### config.mk
export PLATFORM = sky130hd
export DESIGN_NAME = keypad_scan
export DESIGN_NICKNAME = d
export VERILOG_FILES = /design/src/rtl/keypad_scan_pkg.sv /design/src/rtl/scan_tick.sv /design/src/rtl/keypad_scan.sv
export SDC_FILE = /design/constraint.sdc
export NUM_CORES = 1
export LEC_CHECK = 0
export BUFFER_PORTS_ARGS = -buffer_cell sky130_fd_sc_hd__buf_2
export CELL_PAD_IN_SITES_DETAIL_PLACEMENT = 0
export CELL_PAD_IN_SITES_GLOBAL_PLACEMENT = 1
export CORE_MARGIN = 4
export CORE_UTILIZATION = 47
export CTS_CLUSTER_SIZE = 8
export DETAILED_ROUTE_END_ITERATION = 8
export MAX_ROUTING_LAYER = met4
export PLACE_DENSITY_LB_ADDON = 0.08
export SLEW_MARGIN = 20
export SYNTH_ARGS = -nofsm -noshare
export SYNTH_HDL_FRONTEND = slang
export SYNTH_SLANG_ARGS = --single-unit
### constraint.sdc
create_clock -name clk -period 4.5 [get_ports clk]
set_input_delay 0.45 -clock clk [delete_from_list [all_inputs] [get_ports clk]]
set_output_delay 0.45 -clock clk [all_outputs]
set_load 0.01 [all_outputs]
### src/rtl/keypad_scan_pkg.sv
// Shared definitions for the 4x4 keypad scanner: FSM encoding, default timing
// constants and small column-decode helpers.
package keypad_scan_pkg;

  typedef enum logic [1:0] {
    SCAN     = 2'd0,
    DEBOUNCE = 2'd1,
    HOLD     = 2'd2
  } state_t;

  localparam int unsigned TICK_DIV_DEFAULT  = 50000;
  localparam int unsigned DEB_TICKS_DEFAULT = 8;

  // True when exactly one column line is pulled low.
  function automatic logic single_low(input logic [3:0] c);
    case (c)
      4'b1110, 4'b1101, 4'b1011, 4'b0111: single_low = 1'b1;
      default:                            single_low = 1'b0;
    endcase
  endfunction

  function automatic logic [1:0] low_index(input logic [3:0] c);
    case (c)
      4'b1101: low_index = 2'd1;
      4'b1011: low_index = 2'd2;
      4'b0111: low_index = 2'd3;
      default: low_index = 2'd0;
    endcase
  endfunction

endpackage

### src/rtl/scan_tick.sv
// Free-running divider producing a one-clock tick every DIV clock cycles.
module scan_tick #(
  parameter int unsigned DIV = 50000
) (
  input  logic clk,
  input  logic rstn,
  output logic tick
);

  localparam int unsigned W = (DIV > 1) ? $clog2(DIV) : 1;
  localparam logic [W-1:0] LAST = W'(DIV - 1);

  logic [W-1:0] cnt;

  always_ff @(posedge clk) begin
    if (!rstn)            cnt <= '0;
    else if (cnt == LAST) cnt <= '0;
    else                  cnt <= cnt + 1'b1;
  end

  assign tick = (cnt == LAST);

endmodule

### src/rtl/keypad_scan.sv
// 4x4 keypad scanner: row strobing, debounce, single-key acceptance and an
// 8-digit shift register of accepted key codes.
module keypad_scan
  import keypad_scan_pkg::*;
#(
  parameter int unsigned TICK_DIV  = TICK_DIV_DEFAULT,
  parameter int unsigned DEB_TICKS = DEB_TICKS_DEFAULT
) (
  input  logic        clk,
  input  logic        rstn,
  input  logic [3:0]  col,
  input  logic        clr,
  output logic [3:0]  row,
  output logic        key_valid,
  output logic [3:0]  key_code,
  output logic [31:0] num
);

  localparam int unsigned CW = $clog2(DEB_TICKS + 1);
  localparam logic [CW-1:0] DEB_LAST = CW'(DEB_TICKS);

  logic          tick;
  logic [3:0]    col_m, col_s;
  state_t        state, state_n;
  logic [1:0]    ridx, ridx_n;
  logic [CW-1:0] cnt, cnt_n, cnt_inc;
  logic [3:0]    col_lat, col_lat_n;
  logic          accept;
  logic [3:0]    code_new;

  scan_tick #(.DIV(TICK_DIV)) u_tick (
    .clk  (clk),
    .rstn (rstn),
    .tick (tick)
  );

  always_ff @(posedge clk) begin
    if (!rstn) begin
      col_m <= '1;
      col_s <= '1;
    end else begin
      col_m <= col;
      col_s <= col_m;
    end
  end

  always_ff @(posedge clk) begin
    if (!rstn) begin
      state   <= SCAN;
      ridx    <= '0;
      cnt     <= '0;
      col_lat <= '1;
    end else begin
      state   <= state_n;
      ridx    <= ridx_n;
      cnt     <= cnt_n;
      col_lat <= col_lat_n;
    end
  end

  assign cnt_inc = cnt + 1'b1;

  always_comb begin
    state_n   = state;
    ridx_n    = ridx;
    cnt_n     = cnt;
    col_lat_n = col_lat;
    accept    = 1'b0;
    if (tick) begin
      case (state)
        SCAN: begin
          if (single_low(col_s)) begin
            col_lat_n = col_s;
            cnt_n     = CW'(1);
            state_n   = DEBOUNCE;
          end else begin
            ridx_n = ridx + 1'b1;
          end
        end
        DEBOUNCE: begin
          if (col_s == col_lat) begin
            if (cnt_inc == DEB_LAST) begin
              state_n = HOLD;
              cnt_n   = '0;
              accept  = 1'b1;
            end else begin
              cnt_n = cnt_inc;
            end
          end else begin
            state_n = SCAN;
            cnt_n   = '0;
          end
        end
        HOLD: begin
          if (col_s == 4'hF) begin
            if (cnt_inc == DEB_LAST) begin
              state_n = SCAN;
              ridx_n  = ridx + 1'b1;
              cnt_n   = '0;
            end else begin
              cnt_n = cnt_inc;
            end
          end else begin
            cnt_n = '0;
          end
        end
        default: begin
          state_n = SCAN;
          cnt_n   = '0;
        end
      endcase
    end
  end

  always_comb begin
    row      = ~(4'b0001 << ridx);
    code_new = {ridx, low_index(col_lat)};
  end

  // clr wins over the shift, but the key itself is still reported.
  always_ff @(posedge clk) begin
    if (!rstn) begin
      key_valid <= 1'b0;
      key_code  <= '0;
      num       <= '0;
    end else begin
      key_valid <= accept;
      if (accept) key_code <= code_new;
      if (clr)         num <= '0;
      else if (accept) num <= {num[27:0], code_new};
    end
  end

endmodule

# After elaboration in Yosys (flattened, before gate mapping)
# Cells that the tools add are included.
# word_totals
reg_bits,73
latch_bits,0
mem_bits_rw,0
rom_bits,0
in_bits,7
n_memories,0
# op_classes
n_addsub,3
n_mul,0
div,0
n_lt_le_gt_ge,0
n_eq_ne,18
shifts,1
mux,23
n_bitwise,2
n_reduce_logical,9
# op_table
operator,count
equality test 4 bit (second input constant),7
adder 16 x 1 -> 16 bit (second input constant),1
equality test 16 bit (second input constant),1
two-way mux 2 bit,8
two-way mux 4 bit,4
one-hot mux 2 bit (3 select lines),2
one-hot mux 4 bit (3 select lines),1
AND reduction 5 bit,2
equality test 4 x 3 -> 1 bit (second input constant),2
!= test 2 bit (second input constant),4
two-way mux 1 bit,7
adder 4 x 1 -> 4 bit (second input constant),1
equality test 4 bit,1
NOT 4 bit,1
one-hot mux 2 bit (2 select lines),1
OR reduction 2 bit,2
OR reduction 4 bit,1
<< shifter 1 x 2 -> 4 bit (first input constant),1
!= test 3 bit (second input constant),1
AND reduction 3 bit,1
adder 2 x 1 -> 2 bit (second input constant),1
equality test 2 x 1 -> 1 bit (second input constant),1
equality test 2 bit (second input constant),1
logical NOT 2 bit,1
other kinds (3),3

# Logic depth before layout (Yosys ltp)
# Gate-level depths: netlist (run 1).
# logic_depth
ltp_word,7
depth_mapped,8
mapped_depth_nobuf,6

# Hierarchy
# A second synthesis (run 1) with hierarchy kept.
# unflattened
cells_unflattened,347
hier_area_um2,3224.3
# modules_own_cells
mod,n_inst,cells_per_inst,area_each_um2,seq_area_each_um2
keypad_scan,1,268,2434.8,1141.1
scan_tick,1,79,789.5,320.3

# Least setup slack after synthesis (run 1)
# No wires, ideal clock.
# synth_path
path_type,register -> register
start,reg u_tick.cnt[13]
end,reg num[6]
setup_time_ns,0.072
arrival_time_ns,2.015
required_time_ns,4.428
slack_ns,2.413
stages_incl_launch_ff,8
synth_period_minus_slack_ns,2.087
path_cell_list,dfxtp_1 > or4b_4 > nor4_4 > nand2_4 > nor3_2 > buf_6 > buf_12 > mux2i_1
# synth_via
elab_chain_len,2
# synth_rtl
element,line_no,text
from (decl),scan_tick.sv:13,logic [W-1:0] cnt;
from (signal assigned),scan_tick.sv:18,else cnt <= cnt + 1'b1;
equality test 16 bit,scan_tick.sv:21,assign tick = (cnt == LAST);
two-way mux 1 bit,keypad_scan.sv:69,if (tick) begin
to (signal assigned),keypad_scan.sv:130,"else if (accept) num <= {num[27:0], code_new};"
to (decl),keypad_scan.sv:16,output logic [31:0] num
# No other way between the ends.
# A chain may end at the register's enable or synchronous reset.

# Worst setup path in the final report (run 1)
# layout_path
start,reg u_tick.cnt[13]
end,reg num[31]
# The elaborated chain is that of the path after synthesis.

==> results of run 1 <==
==> worst max-delay path: cells and delay by family, from the launching register on <==
family / cells / cell delay, ps
muxes: 1 / 250
buffers and inverters: 1 / 510
and+or+nand+nor: 4 / 1270
DFF: 1 / 350
==> metrics by stage <==
step                      instance area, um2  hold slack, ps  setup WS, ps  util [%]  total power, W
after floorplan                         3210             386          2410         -        0.000700
after global placement                  3410             389          1990      52.5        0.000709
after detailed placement                3410             394          1890      52.5        0.000709
after CTS                               3640             273          2010      56.0         0.00128
after global routing                    3640             280          1870      56.0         0.00132
final                                   3640             292          2040      56.0         0.00126
==> logic make-up after synthesis <==
logic type	after synthesis
AO/OA/AOI/OAI	32
buffers and inverters	26
adder cells (fa/ha/maj)	6
AND/OR/NAND/NOR	134
XOR/XNOR	22
multiplexers	39
flip-flops	73
==> how the worst max path moves through the flow <==
stage	from	endpoint	slack, ps	depth (start not counted)
6_report	u_tick.cnt[13]	num[31]	2040	6
5_1_grt	u_tick.cnt[0]	num[16]	1870	7
4_1_cts	u_tick.cnt[13]	num[4]	2010	6
3_5_place_dp	rstn	num[1]	1890	6
3_3_place_gp	rstn	num[1]	1990	6
2_1_floorplan	u_tick.cnt[13]	num[6]	2410	7
==> cell usage in the layout (no fill, tap or decap), types with 2 or more instances in the layout <==
cell / count
xor2_1: 19
a31oi_1: 5
buf_4: 2
nor4_1: 6
and3_2: 2
nor3_1: 4
inv_1: 10
a21oi_1: 6
and3_1: 3
nand2b_1: 9
mux2i_1: 38
o21ai_0: 7
clkbuf_8: 9
ha_1: 6
bufinv_16: 2
nand2_1: 53
nand3_1: 15
and4_1: 2
o22ai_1: 3
xnor2_1: 3
clkinv_4: 3
dfxtp_1: 73
o211a_1: 2
nor2_1: 18
nand4_1: 7
buf_2: 47
==> sequential cells by signal, summed over array words and instances (netlist names) <==
signal	flops
cnt	4
col_lat	4
col_m	4
col_s	4
key_code	4
key_valid	1
num	32
ridx	2
state	2
u_tick.cnt	16
==> power by group <==
group | internal [W] | switching [W] | total [W]
combinational | 0.0000130 | 0.0000234 | 0.0000364
sequential | 0.000651 | 0.00000635 | 0.000657
clock | 0.000317 | 0.000253 | 0.000570
total | 0.000981 | 0.000283 | 0.00126
==> per-layer routing <==
metal  vias to the layer above  track usage, %
met5                         -               -
met1                      1107            20.4
met4                         0            8.04
met2                        46            26.4
li1                       1238               -
met3                         9            3.00
==> cell type report <==
type                    instances  share of cell area (%)
multi-input cells             233                    43.1
flip-flops and latches         73                    40.2
inverters                      10                    1.03
repair buffers                 49                    6.88
clock inverters                 7                    2.82
clock buffers                   9                    3.40
well taps                      77                    2.65
==> flow_summary.toml, run 1 <==
[outcome]
status = "finished clean"

[route]
postRouteAntennaNets = 0
drt_iter0_drc = 67
drtPass1Iterations = 4
wire_per_inst_um = 13.9
via_per_inst = 5.24
drc_errors = 0
drt_wl_total_um = 6390
via_count = 2400
top_layer = "met4"
dr_wl_met2_um = 3030
met3WireLength_um = 238
wl_met1_um = 3020

[logic_synthesis]
synth_edf_count = 0
syn_inst = 332
ys.flop_type = "dfxtp_1"
synth-xor-area-share_pct = 6.00
synth_compound_area_share_pct = 6.50
synth_area_um2 = 3210
synthAdderAreaFrac_pct = 2.34
yosysMostFrequentCell = "dfxtp_1"
async_flop_share_pct = 0
synth_top_family_by_area = "simple AND/OR/NAND/NOR gates"
yosys.cell_types.count = 54
yosys-top-cells-count = "73 x dfxtp_1, 53 x nand2_1, 38 x mux2i_1"
ys.warnings.count = 0
synth-seq-cells = 73
synthSimpleGateAreaFrac_pct = 21.5
yosys-top-cells-area = "dfxtp_1 45%, mux2i_1 12%, nand2_1 6.2%"
yosysSeqAreaShare_pct = 45.5
synth_top_area_cell = "dfxtp_1"
syn_area_per_cell_um2 = 9.68
syn_nets = 345
yosysTopAreaCellShare_pct = 45.5
synth_mux_area_share_pct = 12.2

[job]
drv_cap = 0

[timing]
setup_viol = 0
fin_crit_sh_pct = 54.7
maxSlewHeadroom_pct = 40.0
min_period_ps = 2460
fin_skew_ps = 11.8
rsz0062_at_grt = "false"
slew_viol_final = 0
tightest_slew_ps = 900
setup_tns_ps = 0
fmax_mhz = 406
finalHoldViolations = 0

[power_and_ir_drop]
ir_worst_vdd_uv = 183
power_leakage_nw = 1.48
pwr_density_cell_nw_per_um2 = 347

[clock_network]
ctsHtreeMaxLevel = 3
root_buffer = "clkbuf_8"
clock_path_buffers = 2
cts_buffers = 9
postCtsResizedCells = 0
clk_latency_ps = 340
clkTransAtPathRegs_ps = 80
hold_buffers = 0
post_cts_buffers = 0
cts_tree = "built"
cts_sinks = 73

[critical_path]
ff2ff_path_depth = 6
r2r_start = "u_tick.cnt[13]"
cp_cell_sequence = "or4b_4 > nor4_4 > nand2_4 > nor3_4 > buf_4 > mux2i_1"
crit_slowest_cell = "or4b_4"
required_ps = 4770
slowest_delay_ps = 550
cp-start-kind = "register"
cp_max_fo = 36
crit_type = "register to register"
crit_path_end_kind = "register"
timing.rr.end = "num[31]"
rrSetupSlack_ps = 2040
critPathArrivalTime_ps = 2730

[die]
die_area_um2 = 8220
die_h_um = 90.7
die_w_um = 90.7
core_um2 = 6490
core.rowCount = 29
io_pins = 48
initial_core_util_pct = 49.5

[grt]
grt_first_pass_wirelength_um = 10900
first_global_vias = 2261
grt.overflow.total = 0
grt_start_max_net_pins = 37
antenna_found_initial = 0
grt_usage_pct = 16.6

[hold_path]
hp-class = "input port to register"
holdPathEnd = "col_m[3]"
whs_path_depth = 2
worstHoldStart = "col[3]"

[finish]
drive_gt1_share_pct = 20.5
regArea_um2 = 1460
multi_input_area_um2 = 1570
syn_to_final_growth_pct = 13.2
fillers = 626
n_antenna_cell = 0
stdcell_count = 458
nNetsFinal = 389

[place]
gp_congestion = 0.808
placedCellCount = 442
dp_hpwl_um = 4570
io_buffers = 47
Note: power is estimated with default switching activity, not from simulation.
==> inputs of run 2 (changes only) <==
--- a/config.mk
+++ b/config.mk
@@ -9,7 +9,7 @@
 export CELL_PAD_IN_SITES_DETAIL_PLACEMENT = 0
 export CELL_PAD_IN_SITES_GLOBAL_PLACEMENT = 1
 export CORE_MARGIN = 4
-export CORE_UTILIZATION = 47
+export CORE_UTILIZATION = 43
 export CTS_CLUSTER_SIZE = 8
 export DETAILED_ROUTE_END_ITERATION = 8
 export MAX_ROUTING_LAYER = met4
==> constraint.sdc (replaced) <==
create_clock -name clk -period 2.5 [get_ports clk]
set_input_delay 0.25 -clock clk [delete_from_list [all_inputs] [get_ports clk]]
set_output_delay 0.25 -clock clk [all_outputs]
set_load 0.01 [all_outputs]
==> flow_summary.toml, run 2 (synthesis gave the netlist of run 1 again) <==
[outcome]
status = "finished clean"

[finish]
syn_to_final_growth_pct = 15.1
layout_top_registers = "num (32), u_tick.cnt (16)"
fillers = 741
nNetsFinal = 393
multi_input_area_um2 = 1570
n_antenna_cell = 0
final_cell_mix = "73 x dfxtp_1, 53 x nand2_1, 47 x buf_2"
layout_commonest_cell = "dfxtp_1"
drive_gt1_share_pct = 21.3
regMostFlops = "num"
largest_register_ffs = 32
regArea_um2 = 1460

[critical_path]
critPathArrivalTime_ps = 2490
crit_type = "register to register"
ff2ff_path_depth = 6
r2r_start = "u_tick.cnt[13]"
timing.rr.end = "num[25]"
rrSetupSlack_ps = 280
required_ps = 2770
cp_max_fo = 36
cp-start-kind = "register"
crit_path_end_kind = "register"

[power_and_ir_drop]
pwr_density_cell_nw_per_um2 = 611
ir_worst_vdd_uv = 301
power_leakage_nw = 1.51

[die]
io_pins = 48
die_area_um2 = 8920
core_um2 = 7250
core.rowCount = 31
initial_core_util_pct = 44.3
die_h_um = 94.4
die_w_um = 94.4

[clock_network]
ctsHtreeMaxLevel = 3
clk_latency_ps = 340
cts_tree = "built"
clock_path_buffers = 2
postCtsResizedCells = 0
cts_sinks = 73
post_cts_buffers = 0
hold_buffers = 0
cts_buffers = 9
root_buffer = "clkbuf_8"
clkTransAtPathRegs_ps = 80

[job]
drv_cap = 0

[timing]
min_period_ps = 2220
tightest_slew_ps = 690
setup_viol = 0
rsz0062_at_grt = "false"
fin_skew_ps = 11.2
fin_crit_sh_pct = 88.9
holdWs_ps = 85.0
slew_viol_final = 0
finalHoldViolations = 0
setup_tns_ps = 0
maxSlewHeadroom_pct = 53.8
fmax_mhz = 450

[route]
drc_errors = 0
wire_per_inst_um = 13.1
via_count = 2367
drt_wl_total_um = 6320
drt_iter0_drc = 74
via_per_inst = 4.89
drtPass1Iterations = 4
postRouteAntennaNets = 0

[grt]
grt_start_max_net_pins = 37
grt_usage_pct = 15.6
first_global_vias = 2168
grt.overflow.total = 0
antenna_found_initial = 0
grt_first_pass_wirelength_um = 10500

[hold_path]
worstHoldStart = "col[1]"
hp-class = "input port to register"
whs_path_depth = 2
holdPathEnd = "col_m[1]"

[place]
io_buffers = 47
gp_congestion = 0.799
dp_hpwl_um = 4440
-- run 2: cell count changes in the layout (fill, tap and decap cells not counted) --
cell	before	now
buf_12	0	1
clkinvlp_4	1	0
buf_4	2	5
clkinv_2	0	3
clkinv_4	3	1
-- run 2: worst max-delay path by stage --
stage / end / startpoint / slack [ps]
after floorplan: num[6] / u_tick.cnt[13] / 410
after global placement: num[1] / u_tick.cnt[13] / 320
after detailed placement: num[7] / u_tick.cnt[13] / 260
after CTS: num[25] / u_tick.cnt[13] / 260
after global routing: num[12] / u_tick.cnt[13] / 110
final: num[25] / u_tick.cnt[13] / 280
-- run 2: through the flow --
stage | total power, W | util [%] | instances | setup WS (ps) | area, um2
2_1_floorplan | 0.00126 | - | 332 | 413 | 3210
3_3_place_gp | 0.00128 | 48.0 | 468 | 320 | 3480
3_5_place_dp | 0.00128 | 48.0 | 468 | 263 | 3480
4_1_cts | 0.00229 | 51.0 | 484 | 256 | 3700
5_1_grt | 0.00236 | 51.0 | 484 | 111 | 3700
6_report | 0.00226 | 51.0 | 484 | 277 | 3700
-- run 2: report_power, final --
part	leakage [nW]	total (W)	switching [W]	internal [W]
clock	0.113	0.00100	0.000443	0.000562
combinational	0.805	0.0000715	0.0000441	0.0000275
sequential	0.590	0.00118	0.0000105	0.00117
total	1.51	0.00226	0.000497	0.00176
-- run 2: critical path: stages, from the launching register on --
cell     delay, ps
dfxtp_1        350
or4b_4         550
nor4_4         360
nand2_4        140
nor3_4         250
buf_12         280
mux2i_1        210
-- run 2: layout make-up --
| class | instances | share of cell area (%) |
|---|---|---|
| clock buffer | 9 | 3.35 |
| clock inverter | 7 | 2.50 |
| inverter | 10 | 1.01 |
| multi-input combinational | 233 | 42.4 |
| sequential | 73 | 39.5 |
| tap | 99 | 3.35 |
| timing repair buffer | 53 | 7.92 |
-- run 2: layer usage --
metal  global-route usage (%)  vias up  wire length, um
li1                         -     1254                -
met1                     19.7     1053             3010
met2                     23.6       50             2840
met3                     3.43       10              362
met4                     7.22        0               98
met5                        -        -                0
